--- src/rtl/shreg_595_chain.sv ---
// ============================================================================
// Module  : shreg_595_chain
// Brief   : Serial frame driver for a daisy-chained 74HC595 shift-register chain.
// Revision: 1.0 - initial release
// ============================================================================
`default_nettype none
`timescale 1ns/1ps

module shreg_595_chain #(
  parameter int DATA_W       = 16,
  parameter int CLK_DIV      = 4,
  parameter bit MSB_FIRST    = 1'b1,
  parameter bit AUTO_REFRESH = 1'b0
) (
  input  logic              clk,
  input  logic              rst,
  input  logic [DATA_W-1:0] i_data,
  input  logic              i_valid,
  output logic              o_ready,
  output logic              o_shcp,
  output logic              o_stcp,
  output logic              o_ds,
  output logic              o_oe,
  output logic              o_done
);

  localparam int PH_W  = $clog2(2 * CLK_DIV);
  localparam int BIT_W = (DATA_W > 1) ? $clog2(DATA_W) : 1;

  localparam logic [PH_W-1:0]  c_PH_LAST    = PH_W'(2 * CLK_DIV - 1);
  localparam logic [PH_W-1:0]  c_PH_HIGH    = PH_W'(CLK_DIV);
  localparam logic [PH_W-1:0]  c_LATCH_LAST = PH_W'(CLK_DIV - 1);
  localparam logic [BIT_W-1:0] c_BIT_LAST   = BIT_W'(DATA_W - 1);

  typedef enum logic [1:0] {
    ST_IDLE  = 2'd0,
    ST_SHIFT = 2'd1,
    ST_LATCH = 2'd2
  } state_t;

  state_t             r_state;
  state_t             w_state_nxt;
  logic [PH_W-1:0]    r_phase;
  logic [PH_W-1:0]    w_phase_nxt;
  logic [BIT_W-1:0]   r_bit;
  logic [BIT_W-1:0]   w_bit_nxt;
  logic [DATA_W-1:0]  r_shift;
  logic [DATA_W-1:0]  r_last;
  logic               r_accepted;
  logic               r_live;
  logic               r_shcp;
  logic               r_stcp;
  logic               r_oe;
  logic               r_done;
  logic               w_load_new;
  logic               w_load_last;
  logic               w_shift_bit;
  logic               w_latch_end;

  always_ff @(posedge clk or posedge rst) begin
    if (rst) begin
      r_state <= ST_IDLE;
    end else begin
      r_state <= w_state_nxt;
    end
  end

  // Counters restart at their terminal counts, so they never wrap.
  always_comb begin
    w_state_nxt = r_state;
    w_phase_nxt = r_phase;
    w_bit_nxt   = r_bit;
    w_load_new  = 1'b0;
    w_load_last = 1'b0;
    w_shift_bit = 1'b0;
    w_latch_end = 1'b0;
    case (r_state)
      ST_IDLE: begin
        if (i_valid && r_live) begin
          w_load_new  = 1'b1;
          w_state_nxt = ST_SHIFT;
          w_phase_nxt = '0;
          w_bit_nxt   = '0;
        end else if (AUTO_REFRESH && r_accepted && !i_valid) begin
          w_load_last = 1'b1;
          w_state_nxt = ST_SHIFT;
          w_phase_nxt = '0;
          w_bit_nxt   = '0;
        end
      end
      ST_SHIFT: begin
        if (r_phase == c_PH_LAST) begin
          w_phase_nxt = '0;
          if (r_bit == c_BIT_LAST) begin
            w_state_nxt = ST_LATCH;
          end else begin
            w_bit_nxt   = r_bit + 1'b1;
            w_shift_bit = 1'b1;
          end
        end else begin
          w_phase_nxt = r_phase + 1'b1;
        end
      end
      ST_LATCH: begin
        if (r_phase == c_LATCH_LAST) begin
          w_state_nxt = ST_IDLE;
          w_phase_nxt = '0;
          w_latch_end = 1'b1;
        end else begin
          w_phase_nxt = r_phase + 1'b1;
        end
      end
      default: begin
        w_state_nxt = ST_IDLE;
        w_phase_nxt = '0;
        w_bit_nxt   = '0;
      end
    endcase
  end

  always_ff @(posedge clk or posedge rst) begin
    if (rst) begin
      r_phase    <= '0;
      r_bit      <= '0;
      r_shift    <= '0;
      r_last     <= '0;
      r_accepted <= 1'b0;
      r_live     <= 1'b0;
      r_shcp     <= 1'b0;
      r_stcp     <= 1'b0;
      r_oe       <= 1'b1;
      r_done     <= 1'b0;
    end else begin
      r_phase <= w_phase_nxt;
      r_bit   <= w_bit_nxt;
      r_live  <= 1'b1;
      r_done  <= w_latch_end;
      if (w_latch_end) begin
        r_oe <= 1'b0;
      end
      // Shift data moves only at bit boundaries, keeping o_ds steady across each SHCP rise.
      if (w_load_new) begin
        r_shift    <= i_data;
        r_last     <= i_data;
        r_accepted <= 1'b1;
      end else if (w_load_last) begin
        r_shift <= r_last;
      end else if (w_shift_bit) begin
        r_shift <= MSB_FIRST ? (r_shift << 1) : (r_shift >> 1);
      end
      r_shcp <= (w_state_nxt == ST_SHIFT) && (w_phase_nxt >= c_PH_HIGH);
      r_stcp <= (w_state_nxt == ST_LATCH);
    end
  end

  generate
    if (MSB_FIRST) begin : g_msb_first
      assign o_ds = r_shift[DATA_W-1];
    end else begin : g_lsb_first
      assign o_ds = r_shift[0];
    end
  endgenerate

  assign o_ready = r_live && (r_state == ST_IDLE);
  assign o_shcp  = r_shcp;
  assign o_stcp  = r_stcp;
  assign o_oe    = r_oe;
  assign o_done  = r_done;

endmodule

`default_nettype wire

--- config.mk ---
export PLATFORM = sky130hd
export DESIGN_NAME = shreg_595_chain
export DESIGN_NICKNAME = d
export VERILOG_FILES = /design/src/rtl/shreg_595_chain.sv
export SDC_FILE = /design/constraint.sdc
export NUM_CORES = 1
export LEC_CHECK = 0
export ABC_AREA = 1
export CAP_MARGIN = 15
export CORE_MARGIN = 5
export CORE_UTILIZATION = 45
export CTS_CLUSTER_SIZE = 25
export DETAILED_ROUTE_END_ITERATION = 10
export GPL_TIMING_DRIVEN = 0
export PLACE_DENSITY = 0.71
export SETUP_SLACK_MARGIN = 0.3
export SLEW_MARGIN = 10
export SYNTH_ARGS = -nofsm -noshare
export SYNTH_HDL_FRONTEND = slang
export SYNTH_SLANG_ARGS = --single-unit
--- constraint.sdc ---
create_clock -name clk -period 1.44 [get_ports clk]
set_clock_uncertainty 0.2 [all_clocks]
set_input_delay 0.144 -clock clk [delete_from_list [all_inputs] [get_ports clk]]
set_output_delay 0.144 -clock clk [all_outputs]
set_load 0.05 [all_outputs]
==> out/qor.yml, run 1 <==
gp_congestion: 0.782
rsz0062_at_grt: "true"
coreArea_mm2: 0.00339
maxCapViolCount: 0
overflow: 0
start_kind: "flip-flop"
post-route-drc-count: 0
fin_cells: 312
syn_inst: 210
die_area_mm2: 0.00483
wl_mm: 4.81
area_growth_pct: 62.1
fp.dieH_um: 69.5
fin_crit_sh_pct: 111
arrival_ns: 1.64
clock-root-buffer: "clkbuf_4"
synthesis.nets: 234
port-buffer-count: 24
first_pass_iters: 4
ios: 25
status: "finished, violations left"
synth_warnings: 0
endpoint_kind: "flip-flop"
min_path_type: "input port to asynchronous set/reset pin"
syn_avg_cell_area_um2: 7.58
place_worst_setup_slack_ns: -0.460
synth_top_area_cell: "dfrtp_1"
antenna_found_initial: 0
synth_top_cell_area_share_pct: 45.6
report.final.setup_viol: 25
critical_path.max_fanout: 5
ys_types: 23
numClockSinks: 30
drt-wirelength-per-cell_um: 15.4
tightest_slew_ns: 0.641
dp_cells: 280
synth_area_mm2: 0.00159
finalNetCount: 289
clk_latency_ns: 0.34
ys_seq_area_share_pct: 47.2
min_period_ns: 1.60
drtAntennaViolNets: 0
chipWidth_um: 69.5
grt_pass1_wl_mm: 7.18
dr_total_vias: 1644
n_antenna_cell: 0
avgViaCountPerCell: 5.27
violations: "negative setup slack"
drtIter0Drc: 107
p_leak_uw: 0.00129
cts_hold_buf: 0
worst-setup-path-type: "flip-flop to flip-flop"
start_util_pct: 47.0
setup_slack_ns: -0.164
place_hpwl_mm: 2.51
slew_headroom_pct: 57.2
drive_gt1_share_pct: 44.4
final_core_util_pct: 76.2
path_clk_slew_ns: 0.10
ys_seq_elements: 30
crit_required_ns: 1.47
num_rows: 21
cts_tree: "done"
hold_viol: 0
synth_area_leaders: "dfrtp_1 46%, nand2_1 20%, nand3_1 12%"
grt_usage_pct: 18.5
max_freq_mhz: 623
htreeDepth: 2
grt_pass1_vias: 1476
grt_max_degree: 31
clock_path_buffers: 2
cts_buffers: 5
power.density_mw_per_mm2: 571
drv_slew: 0
ir_drop_mv: 0.470
## final cells by class
cell class              instances  area, um2
flip-flops and latches         30        754
well taps                      46       57.6
plain buffers                   8       87.6
inverters                      12       61.3
fillers                       230        807
multi-input cells             160       1090
clock buffers                   8       58.8
repair buffers                 48        472
## cell usage in the layout, fill, tap and decap left out, types with 3 or more instances in the layout
cell | Yosys | layout
buf_4 | 0 | 14
nand3_1 | 38 | 31
nor2_2 | 0 | 3
o21ai_1 | 2 | 4
buf_6 | 1 | 17
clkbuf_4 | 0 | 6
nand3_2 | 0 | 5
nand2_4 | 1 | 8
nor2_4 | 2 | 5
nand2_1 | 85 | 53
buf_8 | 0 | 3
clkdlybuf4s50_1 | 0 | 18
ha_4 | 0 | 4
nor2_1 | 11 | 5
inv_2 | 4 | 5
nand2_2 | 3 | 25
inv_1 | 8 | 3
nand2_8 | 0 | 3
dfrtp_1 | 29 | 27
## power by group
group          internal [uW]  switching, uW
registers                843           1.69
clock network            241            302
logic                   48.4           38.4
total                   1130            342
## Yosys cell counts
library cell,instances
buf_1,1
buf_2,5
buf_6,1
clkbuf_1,1
conb_1,1
dfrtp_1,29
dfstp_2,1
ha_1,5
inv_1,8
inv_2,4
nand2_1,85
nand2_2,3
nand2_4,1
nand3_1,38
nand4_1,1
nor2_1,11
nor2_4,2
nor3b_1,2
o21a_1,1
o21ai_0,5
o21ai_1,2
o22ai_1,2
or2_1,1
## critical path: stages (launching register included)
cell     delay (ns)
dfrtp_1        0.37
ha_2           0.20
nand3_2        0.11
nand2_2        0.12
inv_2          0.06
nand2_4        0.11
nand2_8        0.08
buf_6          0.14
nand2_2        0.06
nand2_2        0.05
## per-stage QoR
step	total power, uW	hold WS [ns]	area (um2)	TNS [ns]
after CTS	1470	0.0647	2370	-1.14
after floorplan	883	0.0341	1710	-0.619
after detailed placement	940	0.259	2010	-15.29
after global placement	941	0.260	2010	-16.04
final	1470	0.0314	2580	-2.62
after global routing	1520	0.0891	2580	-3.63
## sequential cells by signal, summed over array words and instances, names as in the netlist
register / count
r_live: 1
o_oe: 1
r_bit: 4
r_state: 2
o_done: 1
r_shift: 16
r_phase: 3
o_shcp: 1
o_stcp: 1
## timing repair
| action | CTS | global route |
|---|---|---|
| setup buffers | 16 | 6 |
| resized for setup | 90 | 42 |
| cloned | 2 | 0 |
| endpoints found under the hold margin | 0 | 0 |
| pin swaps | 22 | 21 |
| setup endpoints to repair | 65 | 35 |
## cell families after synthesis
| logic type | share of synthesized area (%) |
|---|---|
| AOI/OAI and AO/OA | 3.46 |
| adders and majority gates | 3.93 |
| buffers and inverters | 5.58 |
| other | 0.235 |
| DFF | 47.2 |
| and+or+nand+nor | 39.6 |
## per-layer routing
metal  vias to the layer above  part of all wire [%]  track usage (%)
met3                        14                   4.4             4.78
met2                        51                    51             28.9
met1                       798                    43             24.7
li1                        781                     -                -
met5                         -                     0                0
met4                         0                   1.9             6.29
## worst paths after layout
path,from,to,slack (ns),cells past startpoint
worst max-delay path,r_bit[1],r_shift[3],-0.16,9
worst min register to register,o_oe,o_oe,0.29,2
min in group clk,i_data[0],r_shift[0],0.17,3
worst min-delay path,rst,r_shift[6],0.03,2
max in group asynchronous,rst,r_state[0],0.61,2
worst max register to register,r_bit[1],r_shift[3],-0.16,9
Note: power is estimated with default switching activity, not from simulation.
==> inputs of run 2 (changes only) <==
--- a/config.mk
+++ b/config.mk
@@ -6,8 +6,8 @@
 export NUM_CORES = 1
 export LEC_CHECK = 0
 export ABC_AREA = 1
+export ABC_CLOCK_PERIOD_IN_PS = 1440
 export CAP_MARGIN = 15
-export CORE_MARGIN = 5
 export CORE_UTILIZATION = 45
 export CTS_CLUSTER_SIZE = 25
 export DETAILED_ROUTE_END_ITERATION = 10
==> run 2 against run 1 <==
  * The flow finishes with violations (negative hold slack, negative setup slack)
  * Critical path type unchanged
  * Critical path depth down 2
  * Register-to-register slack worse by 0.05 ns
  * Sequential power about the same
  * Combinational power up 13%
  * Flip-flop and latch count unchanged
  * Largest power group unchanged
  * Worst setup slack worse by 0.053 ns
  * Maximum frequency down 3.2%
==> out/qor.yml, run 2 (synthesis gave the netlist of run 1 again) <==
final_cell_area_mm2: 0.00272
min_period_ns: 1.66
drtAntennaViolNets: 0
wl_mm: 4.97
worst-setup-path-type: "flip-flop to flip-flop"
p_total_uw: 1510
grt_pass1_vias: 1492
drt-wirelength-per-cell_um: 15.6
dr_total_vias: 1676
drv_slew: 0
start_kind: "flip-flop"
layout_common_cells: "54 x nand2_1, 28 x dfrtp_1, 23 x nand2_2"
endpoint_kind: "flip-flop"
cp_top_family: "simple AND/OR/NAND/NOR gates"
worst_hold_slack_ns: -0.0612
overflow: 0
largest_reg_flops: 16
report.final.setup_viol: 24
p_leak_uw: 0.00132
max_freq_mhz: 603
num_rows: 21
top_regs: "r_shift (16), r_bit (4), r_phase (3)"
chipWidth_um: 61.5
wl_met3_um: 179
place_worst_setup_slack_ns: -0.468
setup_slack_ns: -0.217
highest_layer: "met4"
grt_pass1_wl_mm: 6.88
coreArea_mm2: 0.00336
slowest_delay_ns: 0.41
arrival_ns: 1.76
final_common_cell: "nand2_1"
min_path_type: "input port to asynchronous set/reset pin"
worst-path-buf-inv: 3
numClockSinks: 30
n_antenna_cell: 0
grt_usage_pct: 25.6
cts_buffers: 5
drive_gt1_share_pct: 47.4
area_growth_pct: 70.6
route.met2.wl_mm: 2.43
critical_path.max_fanout: 5
antenna_found_initial: 0
place_hpwl_mm: 2.49
power.density_mw_per_mm2: 556
hold_viol: 11
clk_latency_ns: 0.35
tightest_slew_ns: 0.588
tns_ns: -3.30
slowest_stage: "dfrtp_1"
die_area_mm2: 0.00378
crit_required_ns: 1.54
first_pass_iters: 4
fp.dieH_um: 61.5
port-buffer-count: 24
avgViaCountPerCell: 5.27
clock_path_buffers: 2
ios: 25
place_area_mm2: 0.00204
status: "finished, violations left"
maxCapViolCount: 0
grt_max_degree: 19
gp_congestion: 0.763
clock-root-buffer: "clkbuf_4"
path_clk_slew_ns: 0.11
start_util_pct: 47.4
wl_met1_mm: 2.23
fin_crit_sh_pct: 115
crit_chain: "buf_6, buf_4, inv_2, nand2_1, nor3b_1, nand2_1, nand2_1"
rsz0062_at_grt: "true"
violations: "negative hold slack, negative setup slack"
drtIter0Drc: 103
slew_headroom_pct: 60.7
cts_tree: "done"
ir_drop_mv: 0.620
post-route-drc-count: 0
htreeDepth: 2
cp_common_cell: "nand2_1"
finalNetCount: 295
regMostFlops: "r_shift"
## run 2: cell type report
type / instances / area [um2]
fill: 212 / 646
timing repair buffer: 54 / 596
tap: 46 / 57.6
buffer: 8 / 77.6
sequential: 30 / 753
clock buffer: 8 / 58.8
inverter: 12 / 52.6
multi-input combinational: 160 / 1120
## run 2: final timing paths
path                       startpoint          to  slack [ns]  cells past startpoint
min                               rst      o_done       -0.06                      2
max reg2reg                r_state[1]    r_bit[2]       -0.22                      7
min reg2reg                      o_oe        o_oe        0.31                      2
max                        r_state[1]    r_bit[2]       -0.22                      7
min in group clk            i_data[0]  r_shift[0]        0.18                      3
max in group asynchronous         rst  r_state[0]        0.58                      3
## run 2: metrics by stage
step                cells  hold slack [ns]  utilization [%]
floorplan             210           0.0341                -
global placement      280            0.260             59.7
detailed placement    281            0.261             60.5
CTS                   310          -0.0363             74.5
global route          318         -0.00464             80.8
finish                318          -0.0612             80.8
## run 2: per-layer routing
| metal | track usage, % | vias to the layer above |
|---|---|---|
| li1 | - | 799 |
| met1 | 34.2 | 819 |
| met2 | 40.9 | 45 |
| met3 | 6.93 | 13 |
| met4 | 7.62 | 0 |
| met5 | 0 | - |
## run 2: repair_timing
action                                  4_1_cts  5_1_grt
hold endpoints to repair                     11       11
pin swaps                                    23       22
buffers inserted                             18        8
gates resized for setup                      98       36
gates cloned                                  3        0
endpoints found under the setup margin       35       35
## run 2: worst reg2reg max path, cell delays in order (launching register included)
cell	delay (ns)
dfrtp_1	0.41
buf_6	0.15
buf_4	0.15
inv_2	0.05
nand2_1	0.14
nor3b_1	0.31
nand2_1	0.13
nand2_1	0.07
## run 2: power by group
part	switching, uW	leakage (uW)	total [uW]	internal (uW)
logic	42.9	0.000901	97.9	55.1
registers	1.49	0.000389	845	843
clock network	328	0.0000326	569	241
==> inputs of run 3 (changes only) <==
--- a/config.mk
+++ b/config.mk
@@ -6,7 +6,7 @@
 export NUM_CORES = 1
 export LEC_CHECK = 0
 export ABC_AREA = 1
-export ABC_CLOCK_PERIOD_IN_PS = 1440
+export ABC_CLOCK_PERIOD_IN_PS = 1300
 export CAP_MARGIN = 15
 export CORE_UTILIZATION = 45
 export CTS_CLUSTER_SIZE = 25
@@ -14,7 +14,7 @@
 export GPL_TIMING_DRIVEN = 0
 export PLACE_DENSITY = 0.71
 export SETUP_SLACK_MARGIN = 0.3
-export SLEW_MARGIN = 10
+export SLEW_MARGIN = 40
 export SYNTH_ARGS = -nofsm -noshare
 export SYNTH_HDL_FRONTEND = slang
 export SYNTH_SLANG_ARGS = --single-unit
==> constraint.sdc (replaced) <==
create_clock -name clk -period 1.3 [get_ports clk]
set_clock_uncertainty 0.2 [all_clocks]
set_input_delay 0.13 -clock clk [delete_from_list [all_inputs] [get_ports clk]]
set_output_delay 0.13 -clock clk [all_outputs]
set_load 0.05 [all_outputs]
==> run 3 against run 2 <==
  * The flow still finishes with violations (negative hold slack, negative setup slack)
  * Largest power group unchanged
  * Via count fell by 6.7%
  * Design area down 8.4%
  * Critical path type is now flip-flop to output port
  * Largest cell class unchanged
  * Register-to-register slack is essentially flat
  * Highest routed layer unchanged
==> out/qor.yml, run 3 (synthesis gave the netlist of run 1 again) <==
status: "finished, violations left"
violations: "negative hold slack, negative setup slack"
drt-wirelength-per-cell_um: 13.2
finalNetCount: 286
maxCapViolCount: 0
cts_tree: "done"
grt_usage_pct: 23.6
slew_headroom_pct: 64.9
ios: 25
wl_met1_mm: 1.80
hold_viol: 29
place_area_mm2: 0.00201
antenna_found_initial: 0
clock_path_buffers: 2
path_clk_slew_ns: 0.10
wl_met3_um: 216
dr_total_vias: 1563
highest_layer: "met4"
report.final.setup_viol: 29
fin_crit_sh_pct: 120
wl_mm: 4.09
die_area_mm2: 0.00378
avgViaCountPerCell: 5.06
chipWidth_um: 61.5
layout_common_cells: "58 x nand2_1, 31 x nand3_1, 28 x dfrtp_1"
max_freq_mhz: 642
worst-setup-path-type: "flip-flop to output port"
largest_reg_flops: 16
clock-root-buffer: "clkbuf_4"
fp.dieH_um: 61.5
port-buffer-count: 24
gp_congestion: 0.737
coreArea_mm2: 0.00336
final_cell_area_mm2: 0.00249
top_regs: "r_shift (16), r_bit (4), r_phase (3)"
grt_pass1_wl_mm: 6.39
start_util_pct: 47.4
overflow: 0
p_leak_uw: 0.00127
arrival_ns: 1.23
endpoint_kind: "output port"
drtAntennaViolNets: 0
critical_path.max_fanout: 4
tightest_slew_ns: 0.526
ir_drop_mv: 0.546
min_path_type: "input port to asynchronous set/reset pin"
drive_gt1_share_pct: 40.7
p_total_uw: 1580
final_common_cell: "nand2_1"
post-route-drc-count: 0
drv_slew: 0
first_pass_iters: 4
clk_latency_ns: 0.34
drtIter0Drc: 90
numClockSinks: 30
rsz0062_at_grt: "true"
cts_buffers: 5
tns_ns: -4.87
regMostFlops: "r_shift"
power.density_mw_per_mm2: 633
htreeDepth: 2
n_antenna_cell: 0
setup_slack_ns: -0.257
route.met2.wl_mm: 1.97
area_growth_pct: 56.3
grt_max_degree: 31
grt_pass1_vias: 1418
num_rows: 21
worst_hold_slack_ns: -0.0565
start_kind: "flip-flop"
place_hpwl_mm: 2.46
crit_required_ns: 0.97
min_period_ns: 1.56
run 3: changes by cell type in the layout (fill, tap and decap cells not counted), moves of 3 or more:
cell | previous run | this run
clkinv_2 | 0 | 3
nand2_8 | 3 | 0
nand3_1 | 22 | 31
buf_4 | 18 | 13
nand3_2 | 15 | 4
nand2_1 | 54 | 58
run 3: worst max-delay path: stages, from the launching register on:
cell and delay, ns:
dfrtp_1 0.40, buf_6 0.14, nor3b_4 0.17, buf_6 0.18
run 3: final cells by class:
type                       instances  area [um2]
fill                             262         873
sequential                        30         753
clock inverter                     2        10.0
multi-input combinational        160        1030
clock buffer                       6        41.3
tap                               46        57.6
inverter                          12        51.3
buffer                             8        86.3
timing repair buffer              45         458
run 3: worst paths after layout:
| path | startpoint | endpoint | slack (ns) | cells past startpoint |
|---|---|---|---|---|
| setup / recovery | r_state[1] | o_ready | -0.26 | 3 |
| hold / removal | rst | r_shift[6] | -0.06 | 2 |
| setup reg to reg | r_state[1] | r_shift[8] | -0.23 | 8 |
| hold reg to reg | r_shift[11] | r_shift[11] | 0.32 | 2 |
| max in group asynchronous | rst | r_state[0] | 0.58 | 2 |
| min in group clk | i_data[0] | r_shift[0] | 0.15 | 3 |
run 3: routing by layer:
metal  GRT usage [%]  vias to the layer above
met3            3.99                       12
met4            11.4                        0
met1            31.9                      727
met5               0                        -
li1                -                      776
met2            36.7                       48
run 3: per-stage QoR:
step | worst slack [ns] | utilization [%] | instances
2_1_floorplan | -0.203 | - | 210
3_3_place_gp | -0.590 | 59.7 | 280
3_5_place_dp | -0.602 | 59.7 | 280
4_1_cts | -0.271 | 69.7 | 304
5_1_grt | -0.291 | 74.0 | 309
6_report | -0.257 | 74.0 | 309
run 3: timing repair:
item / in CTS / in global routing
gates resized for setup: 83 / 29
setup endpoints to repair: 35 / 36
pin swaps: 17 / 11
buffers inserted: 14 / 4
hold buffers: 0 / 0
gates cloned: 2 / 1
run 3: power breakdown:
group	switching, uW	leakage (uW)	internal [uW]
clock network	344	0.0000320	206
logic	38.6	0.000851	51.8
registers	1.25	0.000389	934
